$ cat config.mk
export PLATFORM = sky130hd
export DESIGN_NAME = fetch_unit
export DESIGN_NICKNAME = d
export VERILOG_FILES = /design/src/rtl/fetch_unit.sv
export SDC_FILE = /design/constraint.sdc
export NUM_CORES = 1
export LEC_CHECK = 0
export CORE_MARGIN = 10
export CORE_UTILIZATION = 30
export CTS_CLUSTER_DIAMETER = 80
export DETAILED_ROUTE_END_ITERATION = 16
export GPL_TIMING_DRIVEN = 0
export PLACE_DENSITY_LB_ADDON = 0.15
export SYNTH_ARGS = -nofsm -noshare
export SYNTH_HDL_FRONTEND = slang
export SYNTH_SLANG_ARGS = --single-unit
$ cat constraint.sdc
create_clock -name clk -period 5.7 [get_ports clk]
set_input_delay 1.14 -clock clk [delete_from_list [all_inputs] [get_ports clk]]
set_output_delay 1.14 -clock clk [all_outputs]
set_load 0.05 [all_outputs]
$ cat src/rtl/fetch_unit.sv
// Instruction fetch front end: program counter, single-outstanding
// instruction-memory request FSM and a small in-order instruction queue.
module fetch_unit #(
    parameter logic [31:0] RESET_PC = 32'h0000_0000,
    parameter int unsigned DEPTH    = 2
) (
    input  logic        clk,
    input  logic        rst,
    output logic        imem_req,
    output logic [31:0] imem_addr,
    input  logic        imem_gnt,
    input  logic        imem_rvalid,
    input  logic [31:0] imem_rdata,
    output logic        instr_valid,
    input  logic        instr_ready,
    output logic [31:0] instr,
    output logic [31:0] instr_pc,
    output logic [31:0] instr_pc4,
    input  logic        redirect,
    input  logic [31:0] redirect_pc,
    output logic        proto_err
);

    localparam int unsigned   PW      = (DEPTH > 1) ? $clog2(DEPTH) : 1;
    localparam int unsigned   OW      = $clog2(DEPTH + 1);
    localparam logic [PW-1:0] LAST    = PW'(DEPTH - 1);
    localparam logic [OW:0]   DEPTH_W = (OW+1)'(DEPTH);

    typedef enum logic [1:0] {
        IDLE,
        WAIT,
        DROP
    } state_e;

    state_e        state_q;
    logic [31:0]   fetch_pc_q;
    logic [31:0]   fetch_pc_d;
    logic [31:0]   tag_q;
    logic [OW-1:0] occ_q;
    logic [OW-1:0] occ_d;
    logic [PW-1:0] rd_q;
    logic [PW-1:0] wr_q;
    logic          proto_err_q;
    logic [31:0]   pc_mem_q   [DEPTH];
    logic [31:0]   word_mem_q [DEPTH];

    logic          inflight;
    logic          push;
    logic          pop;
    logic          grant;
    logic [OW:0]   need;
    logic [OW:0]   room;
    logic          unused_rpc;

    function automatic logic [PW-1:0] ptr_inc(input logic [PW-1:0] p);
        return (p == LAST) ? '0 : p + 1'b1;
    endfunction

    assign unused_rpc  = ^redirect_pc[1:0];

    assign inflight    = (state_q == WAIT);
    assign instr_valid = !rst && (occ_q != '0);
    assign pop         = instr_valid && instr_ready;

    // Slots still free once the in-flight word lands and this cycle's pop leaves.
    assign need        = {1'b0, occ_q} + (OW+1)'(inflight);
    assign room        = DEPTH_W + (OW+1)'(pop);

    assign imem_req    = !rst && !redirect
                       && (state_q == IDLE || imem_rvalid)
                       && (need < room);
    assign imem_addr   = fetch_pc_q;
    assign grant       = imem_req && imem_gnt;
    assign push        = !rst && !redirect && inflight && imem_rvalid;

    assign instr       = word_mem_q[rd_q];
    assign instr_pc    = pc_mem_q[rd_q];
    assign instr_pc4   = pc_mem_q[rd_q] + 32'd4;
    assign proto_err   = proto_err_q;

    always_comb begin
        occ_d      = occ_q;
        fetch_pc_d = fetch_pc_q;
        if (redirect) begin
            occ_d      = '0;
            fetch_pc_d = {redirect_pc[31:2], 2'b00};
        end else begin
            occ_d = occ_q + OW'(push) - OW'(pop);
            if (grant) begin
                fetch_pc_d = fetch_pc_q + 32'd4;
            end
        end
    end

    always_ff @(posedge clk) begin
        if (rst) begin
            state_q     <= IDLE;
            fetch_pc_q  <= RESET_PC;
            tag_q       <= RESET_PC;
            occ_q       <= '0;
            rd_q        <= '0;
            wr_q        <= '0;
            proto_err_q <= 1'b0;
        end else begin
            fetch_pc_q <= fetch_pc_d;
            occ_q      <= occ_d;
            if (state_q == IDLE && imem_rvalid) begin
                proto_err_q <= 1'b1;
            end
            if (grant) begin
                tag_q <= fetch_pc_q;
            end
            if (redirect) begin
                rd_q <= '0;
                wr_q <= '0;
            end else begin
                if (push) wr_q <= ptr_inc(wr_q);
                if (pop)  rd_q <= ptr_inc(rd_q);
            end
            // A redirect never coincides with a grant; a same-cycle
            // response retires the old request, otherwise it is dropped later.
            unique case (state_q)
                IDLE: begin
                    if (grant) state_q <= WAIT;
                end
                WAIT, DROP: begin
                    if (grant)            state_q <= WAIT;
                    else if (imem_rvalid) state_q <= IDLE;
                    else if (redirect)    state_q <= DROP;
                end
                default: state_q <= IDLE;
            endcase
        end
    end

    always_ff @(posedge clk) begin
        if (push) begin
            pc_mem_q[wr_q]   <= tag_q;
            word_mem_q[wr_q] <= imem_rdata;
        end
    end

endmodule

==> impl_results.md, run 1 <==
* Max_cap viols at 0
* Root buffer cell: clkbuf_16
* Die X at 192 µm
* Final Instance Area at 11,900 µm²
* Via/cell ratio at 4.78
* GRT Total Usage at 14.1%
* IO Port Bufs at 192
* Tcrit/Tclk final at 92.9%
* CP bufs+invs at 7
* Fin. Hold Viols at 0
* Initial antenna violation count at 0
* Area grow syn2layout at 35.2%
* Sw Pwr at 741 µW
* Critical Path Stages at 14
* Largest cells by area after synthesis: edfxtp_1 (42%), dfxtp_1 (15%), mux2_2 (6.1%), nand2_1 (4.8%), a21oi_1 (2.9%)
* Crit. End Element: primary output
* Crit-path max FO at 10
* Worst slew pin tran at 716 ps
* Internal Power at 2.25 mW
* Crit path kind: flip-flop to primary output
* Crit-path most repeated cell: buf_2
* Pre-antenna DRT Iters at 6
* Layout cells sized above 1 at 14.5%
* Final count of pins violating max slew at 0
* Arr. time, crit path at 4160 ps
* Count of cell types in the netlist at 73
* Sequential Power Share at 50.8%
* Clock Sinks at 192
* Async SR Flop Fraction at 0%
* Largest net degree at the start of global routing at 29
* # diodes at 0
* Syn Inst Count at 750
* Post-Route WL at 26,400 µm
* DIE AREA at 36,700 µm²
* Worst Path Required at 4560 ps
* Headroom to the max-slew limit at 52.3%
* Reg2reg setup slack at 2820 ps
* Final RePlAce weighted congestion at 0.815
* CP Cell Sequence: buf_4 > buf_4 > buf_2 > buf_2 > buf_2 > mux2i_1 > inv_1 > ha_1 > nand2_1 > o22ai_1 > nand4b_4 > nor2_1 > xor2_1 > dlygate4sd2_1
* Placement-stage worst setup slack at 251 ps
* CTS tree: built
* Max H-tree Level at 4
* Leakage at 4.34 nW
* Io pins at 201
* Hold Slack at 455 ps
* Via count at 6,531
* Register area share after synthesis at 57.6%
* Synth warn at 0
* Total power at 3.00 mW
* Slowest-stage cell, CP: dlygate4sd2_1
* DR iter-0 viols at 458
* Placed Cells at 1,335
* Max VDD drop at 0.202 mV
* Clk pwr share at 40.8%
* Layout Cells excl Fill at 1,367
* Mean Syn Cell Area at 11.8 µm²
* Remaining DRCs at 0
* Synth Cell Area at 8830 µm²
* Synth top area share at 42.2%
* Critical path's top delay family: buffers and inverters
* Vias in the first global route at 6,577
* Area after DPL at 11,400 µm²
* Worst-skew pair later-pin latency at 430 ps
* DP Wirelength at 20,000 µm
* Fin Setup TNS at 0 ps
* Final setup vio count at 0
* Highest-count cells in the layout ignoring fill and taps: clkdlybuf4s50_1 (180), edfxtp_1 (124), nand2_1 (112), dfxtp_1 (68), a21oi_1 (52)
* Hold path cells at 0
* Post-route ant nets at 0
* Post-synth EDFFs at 124
* Setup slack after layout at 403 ps
* Switching Fraction at 24.7%
* Die Y at 192 µm
* Total CTS buffers at 17
* Postcts setup bufs at 0
* Wire per inst at 19.3 µm
* Utilization after layout at 41.4%
* Crit-path max cell delay at 580 ps
* Initial Utilization at 30.6%
* # rows at 62
* Core region area at 28,900 µm²
* Comb pwr share at 8.4%
* Nets at 1,049
* Yosys reg bits at 192
* First-pass GRT wire length at 39,800 µm
* # hold bufs at CTS at 0
* Gr ovfl total at 0
* Power density over the cells at 251 nW/µm²
* Reg clk slew, reported paths at 70 ps
* Synth area leader: edfxtp_1
* Critical Path Start Type: flip-flop
* Clock buffer depth at 2
* Hold Path Class: flip-flop to flip-flop
* Leading register cell type out of synthesis: edfxtp_1
* Clk_skew at 14.4 ps
* Commonest non-fill, non-tap cell in the layout: clkdlybuf4s50_1
* Reg2Reg Depth at 10
* Minimum clock period at 5300 ps
* Fmax at 189 MHz
* Unrepaired setup endpoints after global routing: false
* Outcome: finished clean
==> area by class of cell <==
| class | count | area [µm²] |
|---|---|---|
| multi-input combinational | 498 | 3480 |
| clock buffer | 17 | 425 |
| timing repair buffer | 196 | 1990 |
| inverter | 19 | 71.3 |
| fill | 2834 | 16900 |
| clock inverter | 15 | 174 |
| buffer | 46 | 230 |
| sequential | 192 | 5080 |
| tap | 384 | 480 |
==> flip-flops by register name, summed over array words and instances, names as in the netlist, named ones only <==
register    cells
rd_q            1
wr_q            1
word_mem_q     64
proto_err       1
tag_q          30
pc_mem_q       60
occ_q           2
state_q         2
imem_addr      30
==> final timing paths <==
check	to	from
setup / recovery	instr_pc4[16]	flip-flop
hold / removal	pc_mem_q[0][20]$_DFFE_PP_	tag_q[20]$_SDFFE_PP0P_
setup reg to reg	imem_addr[14]$_SDFFE_PP0P_	state_q[1]$_SDFFE_PP0P_
hold reg to reg	pc_mem_q[0][20]$_DFFE_PP_	tag_q[20]$_SDFFE_PP0P_
==> cells in the mapped netlist (all sizes together), types with 4 or more instances <==
cell type and number:
xnor2 21, inv 18, and2 6, a211oi 8, and3 8, and4 6, a22oi 11, dfxtp 68
a21oi 52, nor4 9, edfxtp 124, o22ai 6, clkbuf 18, nand4 14, nand4b 5, a31oi 10
mux2i 9, ha 9, nor2 27, xor2 19, buf 28, nand2b 8, o21ai 12, nor3 18
nand3b 4, mux2 48, nand2 112, nand3 23, a32oi 5
==> power groups by stage <==
stage,sequential (mW),clock (mW),combinational (mW)
detailed placement,1.55,0,0.251
CTS,1.52,1.25,0.252
global route,1.53,1.31,0.267
global placement,1.55,0,0.249
finish,1.52,1.22,0.250
floorplan,1.59,0,0.0890
==> what timing repair did <==
| item | CTS | global route |
|---|---|---|
| resized for setup | 7 | 17 |
| endpoints found under the setup margin | 7 | 11 |
| cloned | 0 | 0 |
==> per-layer routing <==
layer	wire (µm)	GRT usage [%]
met1	12100	18.5
met2	12100	22.4
met3	1950	3.63
met4	278	3.88
met5	0	0
==> kinds of logic (layout without fill, tap and decap cells) <==
family          after synthesis  count (layout)  share of synthesized area [%]
compound gates              135             135                           10.8
xor+xnor                     40              40                           3.97
fa+ha+maj                     9               9                           1.28
buf+inv                      65             293                           3.42
flops                       192             192                           57.6
mux                          57              57                           7.14
other cells                   1               6                         0.0425
simple gates                251             251                           15.7
Note: power is estimated with default switching activity, not from simulation.
==> run 2: changes to the inputs <==
ABC_AREA = 0   (was unset)
CTS_CLUSTER_SIZE = 8   (was unset)
==> results of run 2 <==
Same layout as run 1: the final DEF is identical, and so are final timing and power.
